[src/rtl/ex_muldiv_pkg.sv]
// Shared op codes, widths and FSM encoding for the EX-stage multi-cycle unit.
// The MADD_2 state exists only when EX_MADD_EN is defined.
package ex_muldiv_pkg;

  localparam int ALUOP_W = 8;
  localparam int REG_W   = 32;

  localparam logic [ALUOP_W-1:0] EXE_DIV_OP   = 8'b00011010;
  localparam logic [ALUOP_W-1:0] EXE_DIVU_OP  = 8'b00011011;
  localparam logic [ALUOP_W-1:0] EXE_MADD_OP  = 8'b10100110;
  localparam logic [ALUOP_W-1:0] EXE_MADDU_OP = 8'b10101000;
  localparam logic [ALUOP_W-1:0] EXE_MSUB_OP  = 8'b10101010;
  localparam logic [ALUOP_W-1:0] EXE_MSUBU_OP = 8'b10101011;

  typedef enum logic [2:0] {
    IDLE     = 3'd0,
    DIV_ZERO = 3'd1,
    DIV_ON   = 3'd2,
    DIV_END  = 3'd3
`ifdef EX_MADD_EN
    , MADD_2 = 3'd4
`endif
  } state_e;

  function automatic logic is_div_op(input logic [ALUOP_W-1:0] op);
    return (op == EXE_DIV_OP) || (op == EXE_DIVU_OP);
  endfunction

  function automatic logic is_madd_op(input logic [ALUOP_W-1:0] op);
    return (op == EXE_MADD_OP) || (op == EXE_MADDU_OP) ||
           (op == EXE_MSUB_OP) || (op == EXE_MSUBU_OP);
  endfunction

  function automatic logic [REG_W-1:0] neg_if(input logic n, input logic [REG_W-1:0] v);
    return n ? (~v + {{(REG_W-1){1'b0}}, 1'b1}) : v;
  endfunction

endpackage

[src/rtl/ex_muldiv_div.sv]
// Restoring divider core: one quotient bit per step, unsigned magnitudes only.
module ex_div_core #(
  parameter int WIDTH      = 32,
  parameter int DIV_CYCLES = 32
) (
  input  logic             clk,
  input  logic             rst,
  input  logic             start_i,
  input  logic             step_i,
  input  logic [WIDTH-1:0] dividend_i,
  input  logic [WIDTH-1:0] divisor_i,
  output logic             last_o,
  output logic [WIDTH-1:0] quot_next_o,
  output logic [WIDTH-1:0] rem_next_o
);

  localparam int CNT_W = $clog2(DIV_CYCLES) + 1;

  logic [WIDTH-1:0] quot_q, quot_d, rem_q, rem_d, dsor_q, dsor_d;
  logic [CNT_W-1:0] cnt_q, cnt_d;
  logic [WIDTH:0]   shifted, diff;

  // quot_q shifts dividend bits out of its top while quotient bits enter at the bottom
  always_comb begin
    shifted = {rem_q, quot_q[WIDTH-1]};
    diff    = shifted - {1'b0, dsor_q};
    if (diff[WIDTH]) begin
      rem_next_o  = shifted[WIDTH-1:0];
      quot_next_o = {quot_q[WIDTH-2:0], 1'b0};
    end else begin
      rem_next_o  = diff[WIDTH-1:0];
      quot_next_o = {quot_q[WIDTH-2:0], 1'b1};
    end

    quot_d = quot_q;
    rem_d  = rem_q;
    dsor_d = dsor_q;
    cnt_d  = cnt_q;
    if (start_i) begin
      quot_d = dividend_i;
      rem_d  = '0;
      dsor_d = divisor_i;
      cnt_d  = '0;
    end else if (step_i) begin
      quot_d = quot_next_o;
      rem_d  = rem_next_o;
      cnt_d  = cnt_q + CNT_W'(1);
    end
  end

  assign last_o = (cnt_q == CNT_W'(DIV_CYCLES - 1));

  always_ff @(posedge clk or negedge rst) begin
    if (!rst) begin
      quot_q <= '0;
      rem_q  <= '0;
      dsor_q <= '0;
      cnt_q  <= '0;
    end else begin
      quot_q <= quot_d;
      rem_q  <= rem_d;
      dsor_q <= dsor_d;
      cnt_q  <= cnt_d;
    end
  end

endmodule

[src/rtl/ex_muldiv.sv]
// EX-stage multi-cycle unit: signed/unsigned divide and, with EX_MADD_EN defined,
// the two-cycle MADD/MADDU/MSUB/MSUBU accumulate into HI/LO.
module ex_muldiv
  import ex_muldiv_pkg::*;
#(
  parameter int DIV_CYCLES = 32
) (
  input  logic               clk,
  input  logic               rst,
  input  logic [ALUOP_W-1:0] aluop_i,
  input  logic [REG_W-1:0]   reg1_i,
  input  logic [REG_W-1:0]   reg2_i,
  input  logic [REG_W-1:0]   hi_i,
  input  logic [REG_W-1:0]   lo_i,
  input  logic               stall_ex_i,
  input  logic               flush_i,
  output logic [REG_W-1:0]   hi_o,
  output logic [REG_W-1:0]   lo_o,
  output logic               whilo_o,
  output logic               stallreq_o,
  output logic               busy_o
);

  state_e           state_q, state_d;
  logic             a_neg_q, a_neg_d, q_neg_q, q_neg_d;
  logic [REG_W-1:0] hi_q, hi_d, lo_q, lo_d;
  logic             op_signed, a_sign, b_sign;
  logic             div_start, div_last, stall_req, wr_hilo;
  logic [REG_W-1:0] quot_next, rem_next;

  assign op_signed = (aluop_i == EXE_DIV_OP) || (aluop_i == EXE_MADD_OP) ||
                     (aluop_i == EXE_MSUB_OP);
  assign a_sign    = op_signed & reg1_i[REG_W-1];
  assign b_sign    = op_signed & reg2_i[REG_W-1];

`ifdef EX_MADD_EN
  logic [2*REG_W-1:0] prod_q, prod_d, madd_res;
  logic               sub_q, sub_d;
  // HI/LO are read in MADD_2 so an older in-flight HI/LO write is already forwarded
  assign madd_res = sub_q ? ({hi_i, lo_i} - prod_q) : ({hi_i, lo_i} + prod_q);
`else
  logic unused_madd;
  assign unused_madd = ^{hi_i, lo_i};
`endif

  ex_div_core #(.WIDTH(REG_W), .DIV_CYCLES(DIV_CYCLES)) u_div (
    .clk         (clk),
    .rst         (rst),
    .start_i     (div_start),
    .step_i      (state_q == DIV_ON),
    .dividend_i  (neg_if(a_sign, reg1_i)),
    .divisor_i   (neg_if(b_sign, reg2_i)),
    .last_o      (div_last),
    .quot_next_o (quot_next),
    .rem_next_o  (rem_next)
  );

  always_comb begin
    state_d   = state_q;
    a_neg_d   = a_neg_q;
    q_neg_d   = q_neg_q;
    hi_d      = hi_q;
    lo_d      = lo_q;
    div_start = 1'b0;
    stall_req = 1'b0;
    wr_hilo   = 1'b0;
`ifdef EX_MADD_EN
    prod_d    = prod_q;
    sub_d     = sub_q;
`endif
    case (state_q)
      IDLE: begin
        if (is_div_op(aluop_i)) begin
          stall_req = 1'b1;
          if (reg2_i == '0) begin
            state_d = DIV_ZERO;
          end else begin
            div_start = 1'b1;
            a_neg_d   = a_sign;
            q_neg_d   = a_sign ^ b_sign;
            state_d   = DIV_ON;
          end
        end
`ifdef EX_MADD_EN
        else if (is_madd_op(aluop_i)) begin
          stall_req = 1'b1;
          prod_d    = {{REG_W{a_sign}}, reg1_i} * {{REG_W{b_sign}}, reg2_i};
          sub_d     = (aluop_i == EXE_MSUB_OP) || (aluop_i == EXE_MSUBU_OP);
          state_d   = MADD_2;
        end
`endif
      end
      DIV_ZERO: begin
        stall_req = 1'b1;
        hi_d      = '0;
        lo_d      = '0;
        state_d   = DIV_END;
      end
      DIV_ON: begin
        stall_req = 1'b1;
        if (div_last) begin
          hi_d    = neg_if(a_neg_q, rem_next);
          lo_d    = neg_if(q_neg_q, quot_next);
          state_d = DIV_END;
        end
      end
      DIV_END: begin
        wr_hilo = 1'b1;
        if (!stall_ex_i) state_d = IDLE;
      end
`ifdef EX_MADD_EN
      MADD_2: begin
        wr_hilo = 1'b1;
        hi_d    = madd_res[2*REG_W-1:REG_W];
        lo_d    = madd_res[REG_W-1:0];
        if (!stall_ex_i) state_d = IDLE;
      end
`endif
      default: state_d = IDLE;
    endcase

    if (flush_i) begin
      state_d   = IDLE;
      div_start = 1'b0;
      stall_req = 1'b0;
      wr_hilo   = 1'b0;
    end
  end

  always_ff @(posedge clk or negedge rst) begin
    if (!rst) begin
      state_q <= IDLE;
      a_neg_q <= 1'b0;
      q_neg_q <= 1'b0;
      hi_q    <= '0;
      lo_q    <= '0;
`ifdef EX_MADD_EN
      prod_q  <= '0;
      sub_q   <= 1'b0;
`endif
    end else begin
      state_q <= state_d;
      a_neg_q <= a_neg_d;
      q_neg_q <= q_neg_d;
      hi_q    <= hi_d;
      lo_q    <= lo_d;
`ifdef EX_MADD_EN
      prod_q  <= prod_d;
      sub_q   <= sub_d;
`endif
    end
  end

`ifdef EX_MADD_EN
  assign hi_o = (state_q == MADD_2) ? madd_res[2*REG_W-1:REG_W] : hi_q;
  assign lo_o = (state_q == MADD_2) ? madd_res[REG_W-1:0]       : lo_q;
`else
  assign hi_o = hi_q;
  assign lo_o = lo_q;
`endif
  // the IDLE stall request decodes aluop_i directly, so it must be masked while in reset
  assign stallreq_o = stall_req & rst;
  assign whilo_o    = wr_hilo & rst;
  assign busy_o     = (state_q != IDLE);

endmodule

[config.mk]
export PLATFORM = sky130hd
export DESIGN_NAME = ex_muldiv
export DESIGN_NICKNAME = d
export VERILOG_FILES = /design/src/rtl/ex_muldiv_pkg.sv /design/src/rtl/ex_muldiv_div.sv /design/src/rtl/ex_muldiv.sv
export SDC_FILE = /design/constraint.sdc
export NUM_CORES = 1
export LEC_CHECK = 0
export CAP_MARGIN = 10
export CORE_MARGIN = 1
export CORE_UTILIZATION = 30
export DETAILED_ROUTE_END_ITERATION = 10
export SLEW_MARGIN = 10
export SYNTH_ARGS = -nofsm -noshare
export SYNTH_HDL_FRONTEND = slang
export SYNTH_SLANG_ARGS = --single-unit
export TNS_END_PERCENT = 20
[constraint.sdc]
create_clock -name clk -period 15.6 [get_ports clk]
set_clock_uncertainty 0.1 [all_clocks]
set_input_delay 4.68 -clock clk [delete_from_list [all_inputs] [get_ports clk]]
set_output_delay 4.68 -clock clk [all_outputs]
set_load 0.05 [all_outputs]
Word-level counts from Yosys, hierarchy flattened

Index checks and enable logic that the tools add are counted.

Add/subtract/negate cells: 6
$mul: 0
Div/mod/pow operators: 0
$lt $le $gt $ge: 0
Equality and inequality tests: 12
Shift operators: 0
Muxes and demuxes: 31
Bitwise logic cells: 10
Reductions and logical operators: 12

Operators by type and width:

| kind                                                             | count |
|---|---|
| 32-bit 2-to-1 mux                                                | 11 |
| 32-bit by 1-bit adder with 32-bit output (second input constant) | 4 |
| 32-bit NOT                                                       | 4 |
| 32-bit case mux with 2 select lines                              | 2 |
| 33-bit by 32-bit subtractor with 33-bit output                   | 1 |
| 32-bit zero test                                                 | 1 |
| 8-bit by 5-bit == test with 1-bit output (second input constant) | 2 |
| 8-bit == test (second input constant)                            | 2 |
| 3-bit 2-to-1 mux                                                 | 4 |
| 6-bit 2-to-1 mux                                                 | 2 |
| 3-bit case mux with 4 select lines                               | 1 |
| 1-bit 2-to-1 mux                                                 | 9 |
| 3-bit != test (second input constant)                            | 3 |
| 6-bit by 1-bit adder with 6-bit output (second input constant)   | 1 |
| 3-bit by 2-bit == test with 1-bit output (second input constant) | 2 |
| 6-bit by 5-bit == test with 1-bit output (second input constant) | 1 |
| 3-bit AND reduction                                              | 2 |
| 1-bit AND                                                        | 4 |
| 2-bit nonzero test                                               | 2 |
| 3-bit by 1-bit == test with 1-bit output (second input constant) | 1 |
| 3-bit zero test                                                  | 1 |
| 1-bit logical OR                                                 | 3 |
| 3-bit nonzero test                                               | 1 |
| 2-bit 2-to-1 mux                                                 | 1 |
| 6 further kinds                                                  | 6 |

Register bits after elaboration: 171
Bits in latches: 0
RAM bits: 0
Memory bits (read-only): 0
Input bits: 140
Output and inout bits: 67
Word-level logic and storage cells: 80
Memories: 0

Depth between registers and ports, before layout

Gate-level depths: netlist of the first run.

Word-level depth: 7
Gate-level depth with buffers: 23
Gate-level depth less buffers: 19

Modules after synthesis

A second synthesis of the first run with hierarchy kept.

Cell total of the unflattened synthesis: 1,441
Area, all modules: 12,112.9 um^2

Modules (own cells, without submodules):

| module      | times used | cells each | area each (um^2) | sequential area each (um^2) |
|---|---|---|---|---|
| ex_div_core | 1          | 771        | 6,662.6          | 2,552.4 |
| ex_muldiv   | 1          | 670        | 5,450.2          | 1,701.6 |

Worst setup path before layout of the first run

OpenSTA, ideal clock, no wires.

Path kind: input-to-output
From: in aluop_i[5]
To: out stallreq_o
Arrival time: 6,870 ps
Required time: 10,820 ps
Setup slack: 3,950 ps
Stages on the path: 5
Path buffers: 0
Cells stage by stage: nand4bb_1 nor3_1 and2_1 a21oi_1 nor4b_1

Word-level cells in the longest chain between the ends: 6
Elaborated cells between the ends (all ways): 7
Classes of those cells: eq/ne (2); mux (3); bitwise (1); reduce/logical (1)

RTL lines:

| what                                     | line                | text |
|---|---|---|
| start: declaration                       | ex_muldiv.sv:10     | `input logic [ALUOP_W-1:0] aluop_i,` |
| 8-bit by 5-bit == test with 1-bit output | ex_muldiv_pkg.sv:26 | `return (op == EXE_DIV_OP) \|\| (op == EXE_DIVU_OP);` |
| 1-bit logical OR (*)                     | ex_muldiv_pkg.sv:26 |  |
| 1-bit 2-to-1 mux (*)                     | ex_muldiv.sv:73     | `if (is_div_op(aluop_i)) begin` |
| 1-bit case mux with 2 select lines (*)   | ex_muldiv.sv:71     | `case (state_q)` |
| 1-bit 2-to-1 mux (*)                     | ex_muldiv.sv:122    | `if (flush_i) begin` |
| 1-bit AND (*)                            | ex_muldiv.sv:162    | `assign stallreq_o = stall_req & rst;` |
| end: declaration                         | ex_muldiv.sv:20     | `output logic stallreq_o,` |

Mark *: on every way between the ends. The rest lies on a longest branch, timed or not.

Worst setup path after layout of the first run

From: in aluop_i[2]
To: out stallreq_o

Same word-level chain as after synthesis.

==> out/summary.json, run 1 <==
{
  "fin_total_pwr_w": 0.00292,
  "end_kind": "primary output",
  "synth_area_per_cell_um2": 8.40,
  "postRouteAntennaNets": 0,
  "post_synthesis_sequential_area_ratio": 0.347,
  "core_region_area_mm2": 0.0400,
  "irDropWorstVdd_mv": 0.0782,
  "proportion_of_layout_cells_with_a_drive_suffix_above_1": 0.0584,
  "antennaDiodeCount": 0,
  "worstReg2RegStart": "u_div.quot_q[31]$_DFFE_PN0P_",
  "yosys_top_cell_by_area": "sky130_fd_sc_hd__dfrtp_1",
  "tritoncts_num_sinks": 170,
  "cts_setup_buffers": 0,
  "via_per_inst": 5.21,
  "initial_utilization": 0.307,
  "setup_crit_path_kind": "primary input to primary output",
  "cp_data_arrival_time_ns": 6.99,
  "dominantRegCellSynth": "sky130_fd_sc_hd__dfrtp_1",
  "1st_pass_router_iterations": 5,
  "fin_tns_setup_ns": 0,
  "cts-htree-levels": 4,
  "post_cts_resized": 0,
  "fin_nets": 1728,
  "synth.cell_area_mm2": 0.0123,
  "synth.top_cell.area_share": 0.347,
  "pwr_per_cell_area_mw_per_mm2": 199,
  "maxCapViolCount": 0,
  "portBuffers": 142,
  "num-fill-cells": 4187,
  "share_comb_of_total_power": 0.592,
  "critical_path.reg2reg.endpoint": "hi_o[26]$_DFFE_PN0P_",
  "tritoncts.num_buffers": 17,
  "synthesis.yosys.warnings": 0,
  "clockBufferDepth": 2,
  "setup_viol": 0,
  "critical_path.startpoint": "aluop_i[2]",
  "grt_antenna_before_repair": 0,
  "worst_r2r_path_depth": 19,
  "cts_hold_buffers": 0,
  "clkLatencyLatePin_ns": 0.45,
  "pin_count_of_the_biggest_net_entering_global_routing": 98,
  "synth_enable_flop_cells": 0,
  "drt-total-wl_mm": 35.9,
  "grt_overflow_total": 0,
  "finalHoldViolCount": 0,
  "critPathLaunchType": "primary input",
  "area_delta_synth_final_pct": 19.5,
  "design.die.area_mm2": 0.0417,
  "core.rowCount": 73,
  "run_status": "completed",
  "clkTransAtPathRegs_ns": 0.07,
  "boundaryPins": 207,
  "avgRoutedWirePerCell_um": 17.2,
  "gpl.final_weighted_congestion": 0.893,
  "globalRouteTotalUtil": 0.173,
  "detail_route.iter0.violations": 881,
  "cp_data_required_time_ns": 10.82,
  "synth_seq_cells": 170,
  "timing.final.crit_share": 0.754,
  "power_switching_w": 0.00147,
  "ff2ff_setup_slack_ns": 9.50,
  "async_reset_ff_frac": 1.00,
  "cts_root_buffer": "sky130_fd_sc_hd__clkbuf_16",
  "grt_first_pass_wirelength_mm": 57.4,
  "worst_slew_pin_slew_ns": 1.18,
  "min_period_ns": 11.77,
  "maxClockFrequency_mhz": 85.0,
  "top_cells_by_area_synth": "sky130_fd_sc_hd__dfrtp_1 (35%), sky130_fd_sc_hd__o21ai_0 (7.1%), sky130_fd_sc_hd__nand2_1 (6.1%)",
  "vias": 10864,
  "rsz_0062_raised_after_global_routing": "no",
  "cts_tree": "built",
  "grt_pass1_vias": 10285,
  "die_width_um": 204,
  "dp_hpwl_mm": 27.2,
  "synth_cell_type_count": 90,
  "holdCritPathClass": "flop to flop",
  "pwr-share-seq": 0.258,
  "critical_path.max_fanout": 3,
  "internal_power_w": 0.00144,
  "dieHeight_um": 204,
  "sw_frac": 0.506,
  "slew_headroom": 0.213,
  "power.clock.fraction": 0.150,
  "synth.net_count": 1644,
  "pleak_nw": 5.55,
  "critPathCapture": "stallreq_o",
  "slew_viol_final": 0,
  "drt_drc": 0,
  "netlist_instances": 1462
}
==> layout by cell type (no fill, tap or decap), types with 9 or more instances in the layout <==
master and n:
sky130_fd_sc_hd__a21boi_0 9, sky130_fd_sc_hd__xor2_1 66, sky130_fd_sc_hd__clkbuf_16 17, sky130_fd_sc_hd__nand2_1 199, sky130_fd_sc_hd__inv_1 52, sky130_fd_sc_hd__nor3_1 35
sky130_fd_sc_hd__nand3_1 19, sky130_fd_sc_hd__nand4_1 12, sky130_fd_sc_hd__xnor2_1 78, sky130_fd_sc_hd__or4_1 16, sky130_fd_sc_hd__nor2_1 101, sky130_fd_sc_hd__a21o_1 12
sky130_fd_sc_hd__mux2i_1 50, sky130_fd_sc_hd__nor4_1 9, sky130_fd_sc_hd__o21ai_1 22, sky130_fd_sc_hd__clkdlybuf4s50_1 141, sky130_fd_sc_hd__ha_1 40, sky130_fd_sc_hd__dfrtp_1 170
sky130_fd_sc_hd__o21ai_0 173, sky130_fd_sc_hd__a31oi_1 12, sky130_fd_sc_hd__o31ai_1 29, sky130_fd_sc_hd__a21oi_1 68, sky130_fd_sc_hd__or3_1 21, sky130_fd_sc_hd__a211oi_1 31
sky130_fd_sc_hd__o41ai_1 10
==> power groups by stage <==
stage	clock network [W]	logic (W)	registers, W
2_1_floorplan	0	0.00102	0.000940
3_3_place_gp	0	0.00170	0.000748
3_5_place_dp	0	0.00172	0.000755
4_1_cts	0.000447	0.00172	0.000748
5_1_grt	0.000464	0.00188	0.000773
6_report	0.000438	0.00173	0.000751
==> cell type report <==
class | count | area [um^2] | share of cell area
Sequential cell | 170 | 4250 | 0.290
Inverter | 53 | 199 | 0.0136
Clock inverter | 13 | 144 | 0.00980
Timing Repair Buffer | 150 | 1480 | 0.101
Clock buffer | 19 | 443 | 0.0302
Multi-Input combinational cell | 1154 | 7500 | 0.511
Tap cell | 525 | 657 | 0.0448
==> how the worst min path moves through the flow <==
stage                                     start                     endpoint  slack [ns]  cells past startpoint
global route                hi_o[2]$_DFFE_PN0P_          hi_o[2]$_DFFE_PN0P_        0.41                      2
detailed placement          hi_o[2]$_DFFE_PN0P_          hi_o[2]$_DFFE_PN0P_        0.37                      2
global placement           hi_o[23]$_DFFE_PN0P_         hi_o[23]$_DFFE_PN0P_        0.36                      2
finish                      hi_o[2]$_DFFE_PN0P_          hi_o[2]$_DFFE_PN0P_        0.38                      2
floorplan           u_div.dsor_q[0]$_DFFE_PN0P_  u_div.dsor_q[0]$_DFFE_PN0P_        0.39                      1
CTS                        hi_o[17]$_DFFE_PN0P_         hi_o[17]$_DFFE_PN0P_        0.39                      2
==> state kept, by name (all words and copies together) (netlist names) <==
register / cells
state_q: 2
hi_o: 32
u_div.rem_q: 32
q_neg_q: 1
u_div.dsor_q: 32
lo_o: 32
a_neg_q: 1
u_div.quot_q: 32
u_div.cnt_q: 6
==> routing by layer <==
| layer | vias to the layer above | share of wire | GRT usage |
|---|---|---|---|
| met5 | - | 0 | 0 |
| met4 | 0 | 0.013 | 0.0424 |
| met3 | 33 | 0.042 | 0.0244 |
| met2 | 261 | 0.43 | 0.253 |
| met1 | 5157 | 0.51 | 0.263 |
| li1 | 5413 | - | - |
==> logic make-up (layout without fill, tap and decap cells) <==
family	count (synthesis)	in the layout	share of synthesized area
AOI/OAI and AO/OA	441	441	0.233
xor gates and xnor gates	144	144	0.103
adders and majority gates	42	42	0.0434
buffers and inverters	138	235	0.0462
DFF	170	170	0.347
muxes	53	53	0.0435
and+or+nand+nor	474	474	0.185
==> metrics by stage <==
step,instance area [um^2],setup WS (ns),cells,hold WS [ns],util
5_1_grt,14700,3.64,2084,0.410,0.367
6_report,14700,3.83,2084,0.378,0.367
4_1_cts,14700,3.79,2084,0.385,0.367
2_1_floorplan,12300,3.95,1462,0.387,-
3_3_place_gp,14100,3.68,2052,0.364,0.352
3_5_place_dp,14100,3.81,2052,0.370,0.352
==> synth_stat cells (all sizes together) (4+ instances only) <==
| cell | n |
|---|---|
| nand2 | 201 |
| o21ai | 195 |
| dfrtp | 170 |
| nor2 | 103 |
| xnor2 | 78 |
| a21oi | 72 |
| xor2 | 66 |
| clkbuf | 62 |
| inv | 53 |
| mux2i | 50 |
| ha | 41 |
| nor3 | 36 |
| a211oi | 33 |
| o31ai | 31 |
| buf | 23 |
| or3 | 21 |
| or4 | 20 |
| nand3 | 19 |
| o41ai | 15 |
| a21o | 13 |
| a31oi | 13 |
| nand4 | 12 |
| a21boi | 10 |
| nor4 | 10 |
| o211ai | 9 |
| nor2b | 8 |
| o21a | 7 |
| or2 | 7 |
| and2 | 6 |
| nand2b | 5 |
| and3 | 4 |
| and4 | 4 |
| o2111ai | 4 |
| o21bai | 4 |
==> worst max-delay path, stage by stage <==
cell and delay, ns:
sky130_fd_sc_hd__clkdlybuf4s50_1 0.42, sky130_fd_sc_hd__nand4bb_1 0.18, sky130_fd_sc_hd__nor3_1 0.19, sky130_fd_sc_hd__and2_1 0.22
sky130_fd_sc_hd__a21oi_1 0.09, sky130_fd_sc_hd__nor4b_1 0.32, sky130_fd_sc_hd__clkdlybuf4s50_1 0.89
(Power assumes the default switching activity.)
==> run 2: changes to the inputs <==
- clock period: 15.6 -> 10.5 ns (I/O delays scaled with it)
==> run 2 against run 1 <==
Against the previous run:
- hold slack worse by 0.00096 ns
- non-clock buffer count stayed put
- count of clock-buffer cells in the layout stayed put
- total power is 48% higher
- register-to-register slack worse by 4.9 ns
- clock power is 45% higher
- routed wire length is 0.38% higher
- worst setup slack worse by 2.1 ns
- die area stayed put
- critical endpoint unchanged
- highest routed layer unchanged
- largest power group unchanged
- critical path type unchanged
==> out/summary.json, run 2 (synthesis results as in run 1) <==
{
  "run_status": {"value": "completed", "change": "unchanged"},
  "critPathLaunchType": {"value": "primary input", "change": "unchanged"},
  "holdCritPathClass": {"value": "flop to flop", "change": "unchanged"},
  "fin_nets": {"value": 1728, "change": "unchanged"},
  "critical_path.reg2reg.endpoint": {"value": "lo_o[28]$_DFFE_PN0P_", "change": "was hi_o[26]$_DFFE_PN0P_"},
  "gpl.final_weighted_congestion": {"value": 0.870, "change": "was 0.893"},
  "portBuffers": {"value": 142, "change": "unchanged"},
  "setup_crit_path_kind": {"value": "primary input to primary output", "change": "unchanged"},
  "cpMostUsedCell": {"value": "sky130_fd_sc_hd__clkdlybuf4s50_1", "change": "unchanged"},
  "grt_antenna_before_repair": {"value": 0, "change": "unchanged"},
  "pwr_per_cell_area": {"value": 295, "unit": "mW/mm^2", "change": "was 199 mW/mm^2"},
  "dp_hpwl": {"value": 27.5, "unit": "mm", "change": "was 27.2 mm"},
  "area_delta_synth_final": {"value": 19.4, "unit": "%", "change": "was 19.5%"},
  "end_kind": {"value": "primary output", "change": "unchanged"},
  "met3RoutedLength": {"value": 1.51, "unit": "mm", "change": "about the same"},
  "grt_overflow_total": {"value": 0, "change": "unchanged"},
  "grt_first_pass_wirelength": {"value": 57.5, "unit": "mm", "change": "was 57.4 mm"},
  "worst_r2r_path_depth": {"value": 19, "change": "unchanged"},
  "pin_count_of_the_biggest_net_entering_global_routing": {"value": 95, "change": "was 98"},
  "dieHeight": {"value": 204, "unit": "um", "change": "unchanged"},
  "avgRoutedWirePerCell": {"value": 17.3, "unit": "um", "change": "was 17.2 um"},
  "antennaDiodeCount": {"value": 0, "change": "unchanged"},
  "critical_path.startpoint": {"value": "aluop_i[2]", "change": "unchanged"},
  "slowest_stage": {"value": "sky130_fd_sc_hd__clkdlybuf4s50_1", "change": "unchanged"},
  "cts_tree": {"value": "built", "change": "unchanged"},
  "fin_tns_setup": {"value": 0, "unit": "ns", "change": "unchanged"},
  "proportion_of_layout_cells_with_a_drive_suffix_above_1": {"value": 0.0565, "change": "was 0.0584"},
  "maxCapViolCount": {"value": 0, "change": "unchanged"},
  "irDropWorstVdd": {"value": 0.108, "unit": "mV", "change": "was 0.0782 mV"},
  "crit_cells": {"value": 7, "change": "unchanged"},
  "cts-htree-levels": {"value": 4, "change": "unchanged"},
  "wl_met1": {"value": 18.7, "unit": "mm", "change": "was 18.5 mm"},
  "worst_slew_pin_slew": {"value": 1.17, "unit": "ns", "change": "was 1.18 ns"},
  "tritoncts_num_sinks": {"value": 170, "change": "unchanged"},
  "rsz_0062_raised_after_global_routing": {"value": "no", "change": "unchanged"},
  "slowest_delay": {"value": 0.89, "unit": "ns", "change": "about the same"},
  "ff2ff_setup_slack": {"value": 4.61, "unit": "ns", "change": "was 9.50 ns"},
  "critical_path.max_fanout": {"value": 3, "change": "unchanged"},
  "clockBufferDepth": {"value": 2, "change": "unchanged"},
  "worstReg2RegStart": {"value": "u_div.quot_q[31]$_DFFE_PN0P_", "change": "unchanged"},
  "cts_setup_buffers": {"value": 0, "change": "unchanged"},
  "globalRouteTotalUtil": {"value": 0.174, "change": "was 0.173"},
  "post_cts_resized": {"value": 0, "change": "unchanged"},
  "worst-path-buf-inv": {"value": 2, "change": "unchanged"},
  "via_per_inst": {"value": 5.16, "change": "was 5.21"},
  "min_period_ns": 8.76,
  "setup_viol": {"value": 0, "change": "unchanged"},
  "drt-total-wl": {"value": 36.1, "unit": "mm", "change": "was 35.9 mm"},
  "cp_cell_sequence": {"value": "clkdlybuf4s50_1 -> nand4bb_1 -> nor3_1 -> and2_1 -> a21oi_1 -> nor4b_1 -> clkdlybuf4s50_1", "change": "unchanged"},
  "core_region_area": {"value": 0.0400, "unit": "mm^2", "change": "unchanged"},
  "critPathCapture": {"value": "stallreq_o", "change": "unchanged"},
  "holdWs": {"value": 0.377, "unit": "ns", "change": "was 0.378 ns"},
  "1st_pass_router_iterations": {"value": 6, "change": "was 5"},
  "initial_utilization": {"value": 0.307, "change": "unchanged"},
  "grt_pass1_vias": {"value": 10307, "change": "was 10285"},
  "postRouteAntennaNets": {"value": 0, "change": "unchanged"},
  "drt_drc": {"value": 0, "change": "unchanged"},
  "tritoncts.num_buffers": {"value": 17, "change": "unchanged"},
  "clkTransAtPathRegs": {"value": 0.07, "unit": "ns", "change": "about the same"},
  "pleak": {"value": 5.53, "unit": "nW", "change": "was 5.55 nW"},
  "die_width": {"value": 204, "unit": "um", "change": "unchanged"},
  "boundaryPins": {"value": 207, "change": "unchanged"},
  "design.die.area": {"value": 0.0417, "unit": "mm^2", "change": "unchanged"},
  "mostFrequentLayoutCell": {"value": "sky130_fd_sc_hd__nand2_1", "change": "unchanged"},
  "slew_viol_final": {"value": 0, "change": "unchanged"},
  "timing.final.crit_share": 0.834,
  "slew_headroom": {"value": 0.222, "change": "was 0.213"},
  "dr_wl_met2": {"value": 15.4, "unit": "mm", "change": "about the same"},
  "cts_root_buffer": {"value": "sky130_fd_sc_hd__clkbuf_16", "change": "unchanged"},
  "core.rowCount": {"value": 73, "change": "unchanged"},
  "cts_hold_buffers": {"value": 0, "change": "unchanged"},
  "maxClockFrequency_mhz": 114,
  "clkLatencyLatePin": {"value": 0.44, "unit": "ns", "change": "was 0.45 ns"},
  "detail_route.iter0.violations": {"value": 616, "change": "was 881"},
  "cp_data_arrival_time": {"value": 5.51, "unit": "ns", "change": "was 6.99 ns"},
  "uppermost_layer_routed": {"value": "met4", "change": "unchanged"},
  "vias": {"value": 10745, "change": "was 10864"},
  "most-common-layout-cells": {"value": "sky130_fd_sc_hd__nand2_1 (199), sky130_fd_sc_hd__o21ai_0 (173), sky130_fd_sc_hd__dfrtp_1 (170)", "change": "unchanged"},
  "cp_data_required_time": {"value": 7.25, "unit": "ns", "change": "was 10.82 ns"},
  "finalHoldViolCount": {"value": 0, "change": "unchanged"},
  "cp_top_family": {"value": "buffers and inverters", "change": "unchanged"}
}
run 2: changes by cell type in the layout (fill, tap and decap cells not counted), sizes merged:
cell and change:
bufinv +1, clkinvlp +2, inv -5
run 2: worst min-delay path by stage:
stage | start | slack [ns] | cells past startpoint | end
3_3_place_gp | hi_o[25]$_DFFE_PN0P_ | 0.36 | 2 | hi_o[25]$_DFFE_PN0P_
5_1_grt | hi_o[23]$_DFFE_PN0P_ | 0.40 | 2 | hi_o[23]$_DFFE_PN0P_
2_1_floorplan | u_div.dsor_q[0]$_DFFE_PN0P_ | 0.39 | 1 | u_div.dsor_q[0]$_DFFE_PN0P_
6_report | hi_o[25]$_DFFE_PN0P_ | 0.38 | 2 | hi_o[25]$_DFFE_PN0P_
4_1_cts | lo_o[6]$_DFFE_PN0P_ | 0.39 | 2 | lo_o[6]$_DFFE_PN0P_
3_5_place_dp | lo_o[6]$_DFFE_PN0P_ | 0.37 | 2 | lo_o[6]$_DFFE_PN0P_
run 2: through the flow:
step	util	worst slack, ns	cell area (um^2)	power [W]	cells
floorplan	-	1.91	12300	0.00291	1462
global placement	0.352	1.66	14100	0.00364	2052
detailed placement	0.352	1.74	14100	0.00368	2052
CTS	0.366	1.71	14700	0.00433	2082
global route	0.366	1.55	14700	0.00463	2082
finish	0.366	1.74	14700	0.00432	2082
run 2: report_power, final:
| group | switching (W) | internal, W | leakage (nW) |
|---|---|---|---|
| Combinational | 0.00165 | 0.000918 | 3.27 |
| Sequential | 0.000236 | 0.000879 | 1.99 |
| Clock | 0.000283 | 0.000353 | 0.269 |
| Total | 0.00217 | 0.00215 | 5.53 |
run 2: per-layer routing:
metal	up-vias	track usage
li1	5397	-
met1	5102	0.260
met2	221	0.257
met3	25	0.0287
met4	0	0.0408
met5	-	0
run 2: final cells by class:
type	count	area [um^2]
Clock buffer	19	433
Clock inverter	11	138
Fill cell	4157	25300
Inverter	53	199
Multi-Input combinational cell	1154	7500
Sequential cell	170	4250
Tap cell	525	657
Timing Repair Buffer	150	1480
run 2: worst min-delay path, cell delays in order (launching register included):
cell and delay (ns):
sky130_fd_sc_hd__dfrtp_1 0.34, sky130_fd_sc_hd__nand2_1 0.05, sky130_fd_sc_hd__o21ai_0 0.06
==> run 3: changes to the inputs <==
- clock period: 10.5 -> 8.87 ns (I/O delays scaled with it)
==> run 3 against run 2 <==
Against the previous run:
- critical path depth unchanged
- design area about the same
- first-iteration DRC count is 43% higher
- global-route usage grew 0.065 points
- count of clock-buffer cells in the layout did not move
- hold slack gained 0.0013 ns
- critical path type unchanged
- largest cell class unchanged
- largest power group unchanged
==> out/summary.json, run 3 (synthesis results as in run 1) <==
{
  "cts_tree": {"value": "built", "change": "unchanged"},
  "dieHeight": {"value": 204, "unit": "um", "change": "unchanged"},
  "cts_setup_buffers": {"value": 0, "change": "unchanged"},
  "total_area_of_sequential_cells": {"value": 0.00425, "unit": "mm^2", "change": "unchanged"},
  "grt_pass1_vias": {"value": 10432, "change": "was 10307"},
  "design.die.area": {"value": 0.0417, "unit": "mm^2", "change": "unchanged"},
  "fin_total_pwr": {"value": 0.00510, "unit": "W", "change": "was 0.00432 W"},
  "area_delta_synth_final": {"value": 19.5, "unit": "%", "change": "was 19.4%"},
  "cpMostUsedCell": {"value": "sky130_fd_sc_hd__clkdlybuf4s50_1", "change": "unchanged"},
  "cp_data_arrival_time": {"value": 4.90, "unit": "ns", "change": "was 5.51 ns"},
  "end_kind": {"value": "primary output", "change": "unchanged"},
  "grt_first_pass_wirelength": {"value": 57.5, "unit": "mm", "change": "about the same"},
  "cp_top_family": {"value": "buffers and inverters", "change": "unchanged"},
  "tritoncts_num_sinks": {"value": 170, "change": "unchanged"},
  "critPathLaunchType": {"value": "primary input", "change": "unchanged"},
  "run_status": {"value": "completed", "change": "unchanged"},
  "gpl.final_weighted_congestion": {"value": 0.912, "change": "was 0.870"},
  "mostFrequentLayoutCell": {"value": "sky130_fd_sc_hd__nand2_1", "change": "unchanged"},
  "via_per_inst": {"value": 5.25, "change": "was 5.16"},
  "proportion_of_layout_cells_with_a_drive_suffix_above_1": {"value": 0.0584, "change": "was 0.0565"},
  "grt_overflow_total": {"value": 0, "change": "unchanged"},
  "cp_data_required_time": {"value": 6.11, "unit": "ns", "change": "was 7.25 ns"},
  "pwr_per_cell_area": {"value": 348, "unit": "mW/mm^2", "change": "was 295 mW/mm^2"},
  "slew_viol_final": {"value": 0, "change": "unchanged"},
  "maxCapViolCount": {"value": 0, "change": "unchanged"},
  "portBuffers": {"value": 142, "change": "unchanged"},
  "clockBufferDepth": {"value": 2, "change": "unchanged"},
  "slowest_delay": {"value": 0.88, "unit": "ns", "change": "was 0.89 ns"},
  "globalRouteTotalUtil": {"value": 0.174, "change": "about the same"},
  "cts_root_buffer": {"value": "sky130_fd_sc_hd__clkbuf_16", "change": "unchanged"},
  "avgRoutedWirePerCell": {"value": 17.3, "unit": "um", "change": "about the same"},
  "dp_hpwl": {"value": 27.5, "unit": "mm", "change": "about the same"},
  "initial_utilization": {"value": 0.307, "change": "unchanged"},
  "detail_route.iter0.violations": {"value": 881, "change": "was 616"},
  "worst-path-buf-inv": {"value": 2, "change": "unchanged"},
  "holdCritPathClass": {"value": "flop to flop", "change": "unchanged"},
  "irDropWorstVdd": {"value": 0.155, "unit": "mV", "change": "was 0.108 mV"},
  "pin_count_of_the_biggest_net_entering_global_routing": {"value": 92, "change": "was 95"},
  "pwr-share-seq": {"value": 0.259, "change": "was 0.258"},
  "drt-total-wl": {"value": 36.0, "unit": "mm", "change": "was 36.1 mm"},
  "worst_slew_pin_slew": {"value": 1.18, "unit": "ns", "change": "was 1.17 ns"},
  "slew_headroom": {"value": 0.210, "change": "was 0.222"},
  "sw_frac": {"value": 0.504, "change": "was 0.503"},
  "share_comb_of_total_power": {"value": 0.595, "change": "about the same"},
  "core_region_area": {"value": 0.0400, "unit": "mm^2", "change": "unchanged"},
  "critical_path.max_fanout": {"value": 3, "change": "unchanged"},
  "power_switching": {"value": 0.00257, "unit": "W", "change": "was 0.00217 W"},
  "rsz_0062_raised_after_global_routing": {"value": "no", "change": "unchanged"},
  "post_cts_resized": {"value": 0, "change": "unchanged"},
  "num-fill-cells": {"value": 4167, "change": "was 4157"},
  "postRouteAntennaNets": {"value": 0, "change": "unchanged"},
  "maxClockFrequency_mhz": 131,
  "timing.final.crit_share": 0.864,
  "grt_antenna_before_repair": {"value": 0, "change": "unchanged"},
  "fin_nets": {"value": 1728, "change": "unchanged"},
  "core.rowCount": {"value": 73, "change": "unchanged"},
  "drt_drc": {"value": 0, "change": "unchanged"},
  "die_width": {"value": 204, "unit": "um", "change": "unchanged"},
  "tritoncts.num_buffers": {"value": 17, "change": "unchanged"},
  "1st_pass_router_iterations": {"value": 5, "change": "was 6"},
  "cp_cell_sequence": {"value": "clkdlybuf4s50_1 -> nand4bb_1 -> nor3_1 -> and2_1 -> a21oi_1 -> nor4b_1 -> clkdlybuf4s50_1", "change": "unchanged"},
  "power.clock.fraction": {"value": 0.146, "change": "was 0.147"},
  "setup_crit_path_kind": {"value": "primary input to primary output", "change": "unchanged"},
  "clkTransAtPathRegs": {"value": 0.07, "unit": "ns", "change": "about the same"},
  "vias": {"value": 10951, "change": "was 10745"},
  "cts-htree-levels": {"value": 4, "change": "unchanged"},
  "most-common-layout-cells": {"value": "sky130_fd_sc_hd__nand2_1 (199), sky130_fd_sc_hd__o21ai_0 (173), sky130_fd_sc_hd__dfrtp_1 (170)", "change": "unchanged"},
  "antennaDiodeCount": {"value": 0, "change": "unchanged"},
  "multi_input_logic_area": {"value": 0.00750, "unit": "mm^2", "change": "unchanged"},
  "setup_viol": {"value": 0, "change": "unchanged"},
  "internal_power": {"value": 0.00253, "unit": "W", "change": "was 0.00215 W"},
  "pleak": {"value": 5.54, "unit": "nW", "change": "was 5.53 nW"},
  "clkLatencyLatePin": {"value": 0.46, "unit": "ns", "change": "was 0.44 ns"},
  "min_period_ns": 7.66,
  "boundaryPins": {"value": 207, "change": "unchanged"},
  "cts_hold_buffers": {"value": 0, "change": "unchanged"},
  "finalHoldViolCount": {"value": 0, "change": "unchanged"},
  "slowest_stage": {"value": "sky130_fd_sc_hd__clkdlybuf4s50_1", "change": "unchanged"},
  "fin_tns_setup": {"value": 0, "unit": "ns", "change": "unchanged"}
}
## run 3: cell count changes in the layout (fill, tap and decap cells not counted), sizes merged
cell      delta
clkinvlp     -1
clkinv       +4
bufinv       -1
## run 3: per-stage QoR
| step | worst slack [ns] | instances | utilization | area, um^2 | hold slack (ns) |
|---|---|---|---|---|---|
| 6_report | 1.21 | 2084 | 0.367 | 14700 | 0.379 |
| 5_1_grt | 1.02 | 2084 | 0.367 | 14700 | 0.410 |
| 4_1_cts | 1.17 | 2084 | 0.367 | 14700 | 0.386 |
| 3_5_place_dp | 1.20 | 2052 | 0.352 | 14100 | 0.371 |
| 3_3_place_gp | 1.17 | 2052 | 0.352 | 14100 | 0.364 |
| 2_1_floorplan | 1.26 | 1462 | - | 12300 | 0.387 |
## run 3: worst paths after layout
| path | start | to | slack, ns | cells past startpoint |
|---|---|---|---|---|
| worst max-delay path | aluop_i[2] | stallreq_o | 1.21 | 7 |
| worst min-delay path | hi_o[2]$_DFFE_PN0P_ | hi_o[2]$_DFFE_PN0P_ | 0.38 | 2 |
| worst max register to register | u_div.quot_q[31]$_DFFE_PN0P_ | lo_o[28]$_DFFE_PN0P_ | 2.99 | 19 |
| worst min register to register | hi_o[2]$_DFFE_PN0P_ | hi_o[2]$_DFFE_PN0P_ | 0.38 | 2 |
| max in group asynchronous | rst | lo_o[10]$_DFFE_PN0P_ | 4.65 | 3 |
| min in group asynchronous | rst | u_div.dsor_q[9]$_DFFE_PN0P_ | 1.99 | 1 |
## run 3: final cells by class
type,instances,share of cell area
Multi-Input combinational cell,1154,0.511
Sequential cell,170,0.290
Timing Repair Buffer,150,0.101
Tap cell,525,0.0448
Clock buffer,19,0.0302
Inverter,53,0.0136
Clock inverter,13,0.00913
## run 3: worst min-delay path, cell delays in order (launching register included)
cell and delay (ns):
sky130_fd_sc_hd__dfrtp_1 0.34, sky130_fd_sc_hd__nand2_1 0.05, sky130_fd_sc_hd__o21ai_0 0.06
## run 3: layer usage
layer	global-route usage	vias to the layer above	wire (um)
li1	-	5403	-
met1	0.259	5208	18100
met2	0.254	298	15300
met3	0.0311	42	1990
met4	0.0528	0	606
met5	0	-	0
## run 3: power by group through the flow
stage / Sequential, W / Combinational, W / Clock (W)
after floorplan: 0.00165 / 0.00180 / 0
after global placement: 0.00132 / 0.00298 / 0
after detailed placement: 0.00133 / 0.00301 / 0
after CTS: 0.00132 / 0.00302 / 0.000763
after global routing: 0.00136 / 0.00330 / 0.000793
final: 0.00132 / 0.00303 / 0.000742
